==> src/rtl/alu_sequencer.sv <==
// Request sequencer for a 4-bit ALU: add/sub/mul in place, div via a shared external divider.
// Define ALU_TIMEOUT_EN to bound the wait for div_done to TIMEOUT_CYCLES cycles (result 8'hEE, err=1).
module alu_sequencer #(
   parameter int TIMEOUT_CYCLES = 32
) (
   input  logic       clk,
   input  logic       n_rst,
   input  logic       parser_done,
   input  logic [1:0] op,
   input  logic [3:0] opa,
   input  logic [3:0] opb,
   output logic [3:0] div_M,
   output logic [3:0] div_Q,
   output logic       div_start,
   input  logic [7:0] div_result,
   input  logic       div_done,
   output logic [7:0] result,
   output logic       err,
   output logic       result_valid,
   input  logic       result_ready,
   output logic       overflow
);

   localparam logic [1:0] IDLE     = 2'd0;
   localparam logic [1:0] EXEC     = 2'd1;
   localparam logic [1:0] WAIT_DIV = 2'd2;
   localparam logic [1:0] OUT      = 2'd3;

   logic [1:0] state;
   logic [1:0] act_op;
   logic [3:0] act_a;
   logic [3:0] act_b;
   logic       pend_valid;
   logic [1:0] pend_op;
   logic [3:0] pend_a;
   logic [3:0] pend_b;
   logic [7:0] alu_out;
   logic       transfer;

`ifdef ALU_TIMEOUT_EN
   localparam int CW = $clog2(TIMEOUT_CYCLES + 1);
   logic [CW-1:0] cnt;
`endif

   // result_valid is only ever high in OUT, so transfer implies state == OUT
   assign transfer = result_valid & result_ready;

   always_comb begin
      alu_out = '0;
      case (act_op)
         2'b00:   alu_out = {3'b000, {1'b0, act_a} + {1'b0, act_b}};
         2'b01:   alu_out = {4'b0000, act_a} - {4'b0000, act_b};
         2'b10:   alu_out = {4'b0000, act_a} * {4'b0000, act_b};
         default: alu_out = '0;
      endcase
   end

   always_ff @(posedge clk) begin
      if (!n_rst) begin
         state        <= IDLE;
         act_op       <= '0;
         act_a        <= '0;
         act_b        <= '0;
         pend_valid   <= 1'b0;
         pend_op      <= '0;
         pend_a       <= '0;
         pend_b       <= '0;
         result       <= '0;
         err          <= 1'b0;
         result_valid <= 1'b0;
         div_start    <= 1'b0;
         overflow     <= 1'b0;
         div_M        <= '0;
         div_Q        <= '0;
`ifdef ALU_TIMEOUT_EN
         cnt          <= '0;
`endif
      end else begin
         div_start <= 1'b0;
         overflow  <= 1'b0;
         case (state)
            IDLE: begin
               if (parser_done) begin
                  act_op <= op;
                  act_a  <= opa;
                  act_b  <= opb;
                  state  <= EXEC;
               end
            end
            EXEC: begin
               if (act_op != 2'b11) begin
                  result       <= alu_out;
                  err          <= 1'b0;
                  result_valid <= 1'b1;
                  state        <= OUT;
               end else if (act_b != 4'd0) begin
                  div_M     <= act_b;
                  div_Q     <= act_a;
                  div_start <= 1'b1;
                  state     <= WAIT_DIV;
`ifdef ALU_TIMEOUT_EN
                  cnt       <= '0;
`endif
               end else begin
                  result       <= 8'hFF;
                  err          <= 1'b1;
                  result_valid <= 1'b1;
                  state        <= OUT;
               end
            end
            WAIT_DIV: begin
               if (div_done) begin
                  result       <= div_result;
                  err          <= 1'b0;
                  result_valid <= 1'b1;
                  state        <= OUT;
`ifdef ALU_TIMEOUT_EN
               end else if (cnt == CW'(TIMEOUT_CYCLES - 1)) begin
                  result       <= 8'hEE;
                  err          <= 1'b1;
                  result_valid <= 1'b1;
                  state        <= OUT;
               end else begin
                  cnt <= cnt + 1'b1;
`endif
               end
            end
            default: begin
               if (transfer) begin
                  result_valid <= 1'b0;
                  if (pend_valid) begin
                     act_op     <= pend_op;
                     act_a      <= pend_a;
                     act_b      <= pend_b;
                     pend_valid <= parser_done;
                     if (parser_done) begin
                        pend_op <= op;
                        pend_a  <= opa;
                        pend_b  <= opb;
                     end
                     state <= EXEC;
                  end else if (parser_done) begin
                     act_op <= op;
                     act_a  <= opa;
                     act_b  <= opb;
                     state  <= EXEC;
                  end else begin
                     state <= IDLE;
                  end
               end
            end
         endcase

         // Requests arriving while busy; a transfer cycle already routed parser_done above
         if (parser_done && state != IDLE && !transfer) begin
            if (!pend_valid) begin
               pend_valid <= 1'b1;
               pend_op    <= op;
               pend_a     <= opa;
               pend_b     <= opb;
            end else begin
               overflow <= 1'b1;
            end
         end
      end
   end

endmodule

==> config.mk <==
export PLATFORM = sky130hd
export DESIGN_NAME = alu_sequencer
export DESIGN_NICKNAME = d
export VERILOG_FILES = /design/src/rtl/alu_sequencer.sv
export SDC_FILE = /design/constraint.sdc
export NUM_CORES = 1
export LEC_CHECK = 0
export CAP_MARGIN = 40
export CORE_MARGIN = 10
export CORE_UTILIZATION = 54
export CTS_CLUSTER_DIAMETER = 200
export DETAILED_ROUTE_END_ITERATION = 8
export PLACE_DENSITY = 0.8
export SYNTH_ARGS = -nofsm -noshare
export SYNTH_HDL_FRONTEND = slang
export SYNTH_SLANG_ARGS = --single-unit
==> constraint.sdc <==
create_clock -name clk -period 3.6 [get_ports clk]
set_clock_uncertainty 0.1 [all_clocks]
set_input_delay 0.72 -clock clk [delete_from_list [all_inputs] [get_ports clk]]
set_output_delay 0.72 -clock clk [all_outputs]
set_load 0.02 [all_outputs]
==> impl_metrics.py <==
metrics = {
    "critical_path": {
        "r2r-end": "result[7]",
        "path_delay_family": "adder cells",
        "r2r_setup_slack_ps": 360,
        "cp_max_fo": 9,
        "path_cells": "nand2_1 > fa_1 > inv_1 > fa_1 > ha_1 > a211oi_1 > nor2_1 > nor3_1 > nor4_1 > o41ai_1",
        "cp-startpoint": "act_a[1]",
        "worst_setup_path_start_kind": "flop",
        "worstPathArrival_ps": 3350,
        "path_common_cell": "fa_1",
        "worstPathRequired_ps": 3700,
        "critPathKind": "flop to flop",
        "endpoint_kind": "flop",
        "cp_num_buf_inv": 1,
        "slowest_stage": "dfxtp_1",
        "cp_slowest_stage_delay_ps": 530,
        "r2r_cells": 10,
        "r2r-start": "act_a[1]",
        "cp.depth": 10,
    },
    "detailed_routing": {
        "drt-pass1-iter-count": 4,
        "via_per_inst": 5.475,
        "drc": 0,
        "dr_total_vias": 2272,
        "wl_per_cell_um": 14.53,
        "drtIter0Drc": 135,
        "drtAntennaViolNets": 0,
        "routed_wl_um": 6030,
    },
    "cts": {
        "cts_resized": 0,
        "postCtsSetupBuffers": 0,
        "cts.hold.buffers_added": 0,
        "cts_root_buf": "clkbuf_8",
        "tritoncts": "yes",
        "numCtsBuffers": 5,
        "clock_sinks": 43,
        "clk_pin_slew_ps": 90,
        "clk_latency_ps": 300,
        "cts_htree_levels": 2,
        "clockBufferDepth": 2,
    },
    "logic_synthesis": {
        "yosys-top-cells-area": "dfxtp_1, ha_1, mux2i_1",
        "synth_cell_types": 50,
        "synth-main-ff-cell": "dfxtp_1",
        "synthArstFlopShare_pct": 0,
        "synth_edf_count": 0,
        "synth_seq_cells": 43,
        "yosys-top-cells-count": "nor2_1, dfxtp_1, ha_1, mux2i_1, inv_1",
        "syn_nets": 359,
        "avgSynthCellArea_sq_um": 8.746,
        "ys_warn_count": 0,
        "synth.largest_area_cell": "dfxtp_1",
        "synth_cells": 306,
        "syn_area_sq_mm": 0.002676,
        "synth_top_area_share_pct": 32.16,
        "seq_area_frac_synth_pct": 32.16,
        "synth.most_common_cell": "nor2_1",
    },
    "layout": {
        "drive_gt1_share_pct": 5.747,
        "utilization_pct": 68.11,
        "n_fill_cell": 412,
        "fin_cells": 415,
        "insertedDiodeCount": 0,
        "nNetsFinal": 400,
        "synthToLayoutAreaGrowth_pct": 20.99,
    },
    "timing": {
        "max_freq_mhz": 308.4,
        "min_period_over_period_pct": 90.06,
        "tightest_slew_ps": 653.3,
        "period_needed_ps": 3242,
        "relSlewSlack_pct": 56.39,
        "setup_slack_ps": 357.7,
        "grt_setup_unrepaired": "no",
        "whs_ps": 360.9,
        "finalMaxSlewViolations": 0,
        "hold_viol": 0,
        "setup_viol": 0,
        "setup_tns_ps": 0,
    },
    "grt": {
        "grt_overflow": 0,
        "grtUsageTotal_pct": 15.29,
        "grt_pass1_vias": 2267,
        "grt_pass1_wl_um": 10630,
        "antenna_found_initial": 0,
        "grt_max_degree": 38,
    },
    "placement": {
        "dpl_worst_slack_ps": 365.3,
        "dp_hpwl_um": 4781,
        "dp.cells": 407,
        "portBuffers": 42,
        "gp_congestion": 0.8856,
    },
    "min_path": {
        "min_delay_path_depth": 2,
        "hold_path.class": "flop to flop",
        "hp-start": "result[6]",
        "holdPathEnd": "result[6]",
    },
    "floorplanning": {
        "core_area_sq_mm": 0.004755,
        "die_area_sq_mm": 0.008172,
        "die_x_um": 90.40,
        "io_pins": 43,
        "start_util_pct": 56.29,
        "die-height_um": 90.40,
        "num_rows": 25,
    },
    "run_status": {
        "status": "complete, no violations",
    },
    "power_and_ir_drop": {
        "peakVddDrop_mv": 0.3985,
        "internal_power_w": 0.001310,
        "leakage_nw": 1.382,
        "p_sw_w": 0.001038,
        "clock_power_share_pct": 13.0,
        "power_density_mw_per_mm2": 725.2,
        "pwr-share-seq_pct": 32.1,
        "switching_share_pct": 44.22,
        "p_comb_share_pct": 54.9,
    },
    "job": {
        "maxCapViolCount": 0,
    },
}
-- flip-flops by register name (all words and copies together) (netlist names) --
register	flops
div_Q	4
pend_valid	1
div_start	1
div_M	4
pend_a	4
err	1
act_a	4
pend_b	4
result	8
act_op	2
pend_op	2
overflow	1
act_b	4
result_valid	1
state	2
-- through the flow --
step	instance area (sq um)	total power, W
2_1_floorplan	2676	0.001706
3_3_place_gp	3138	0.002009
3_5_place_dp	3153	0.002058
4_1_cts	3238	0.002366
5_1_grt	3238	0.002568
6_report	3238	0.002348
-- power groups by stage --
stage	Combinational [W]	Clock, W	Sequential (W)
final	0.00129	0.000305	0.000755
after global routing	0.00145	0.000331	0.000783
after CTS	0.00129	0.000316	0.000755
after detailed placement	0.00129	0	0.000767
after global placement	0.00125	0	0.000759
after floorplan	0.000956	0	0.000750
-- cell families after synthesis --
family / after synthesis / share of synthesized area [%]
adder cells (fa/ha/maj): 30 / 15.71
multiplexers: 25 / 9.397
AO/OA/AOI/OAI: 67 / 18.00
AND/OR/NAND/NOR: 106 / 18.98
buffers and inverters: 33 / 5.096
XOR/XNOR: 2 / 0.6546
flip-flops: 43 / 32.16
-- worst max-delay path by stage --
stage / end / slack [ps]
after floorplan: result[7] / 570
after global placement: result[7] / 450
after detailed placement: result[7] / 370
after CTS: result[7] / 330
after global routing: result[7] / 110
final: result[7] / 360
-- placed cells by master, fill, tap and decap left out, types with 2 or more instances in the layout --
cell,Yosys,final
a21oi_1,17,17
o221ai_1,2,2
clkdlybuf4s50_1,0,42
a221oi_1,3,3
nand3_1,4,4
a211oi_1,11,11
nor3_1,5,5
nor2_1,49,49
buf_4,0,4
dfxtp_1,43,43
o22ai_1,2,2
o31ai_1,4,4
fa_1,6,6
nor2b_1,6,6
a32oi_1,2,2
a31oi_1,4,4
nand2_1,17,17
and2_1,9,9
nand2b_1,4,4
nor4_1,2,2
nand3b_1,2,2
inv_1,20,20
o21ai_1,1,2
mux2i_1,24,24
a311oi_2,2,2
ha_1,24,24
o21ai_0,9,8
clkbuf_8,0,5
-- area by class of cell --
| cell class | count | area, sq um | share of cell area (%) |
|---|---|---|---|
| well taps | 67 | 83.83 | 2.589 |
| repair buffers | 46 | 450.4 | 13.91 |
| flip-flops and latches | 43 | 860.8 | 26.58 |
| multi-input cells | 230 | 1679 | 51.85 |
| clock inverters | 2 | 12.51 | 0.3864 |
| inverters | 21 | 78.83 | 2.434 |
| clock buffers | 6 | 72.57 | 2.241 |
-- metal layers --
metal,up-vias,GRT usage (%),share of wire (%)
li1,1159,-,-
met3,11,3.824,5.0
met2,55,25.48,48
met1,1047,18.76,46
met5,-,0,0
met4,0,4.907,1.7
-- worst min-delay path, delay by kind of cell, from the launching register on --
| kind | cells | cell delay (ps) |
|---|---|---|
| simple gates | 1 | 50 |
| compound gates | 1 | 50 |
| flops | 1 | 320 |
(Power assumes the default switching activity.)
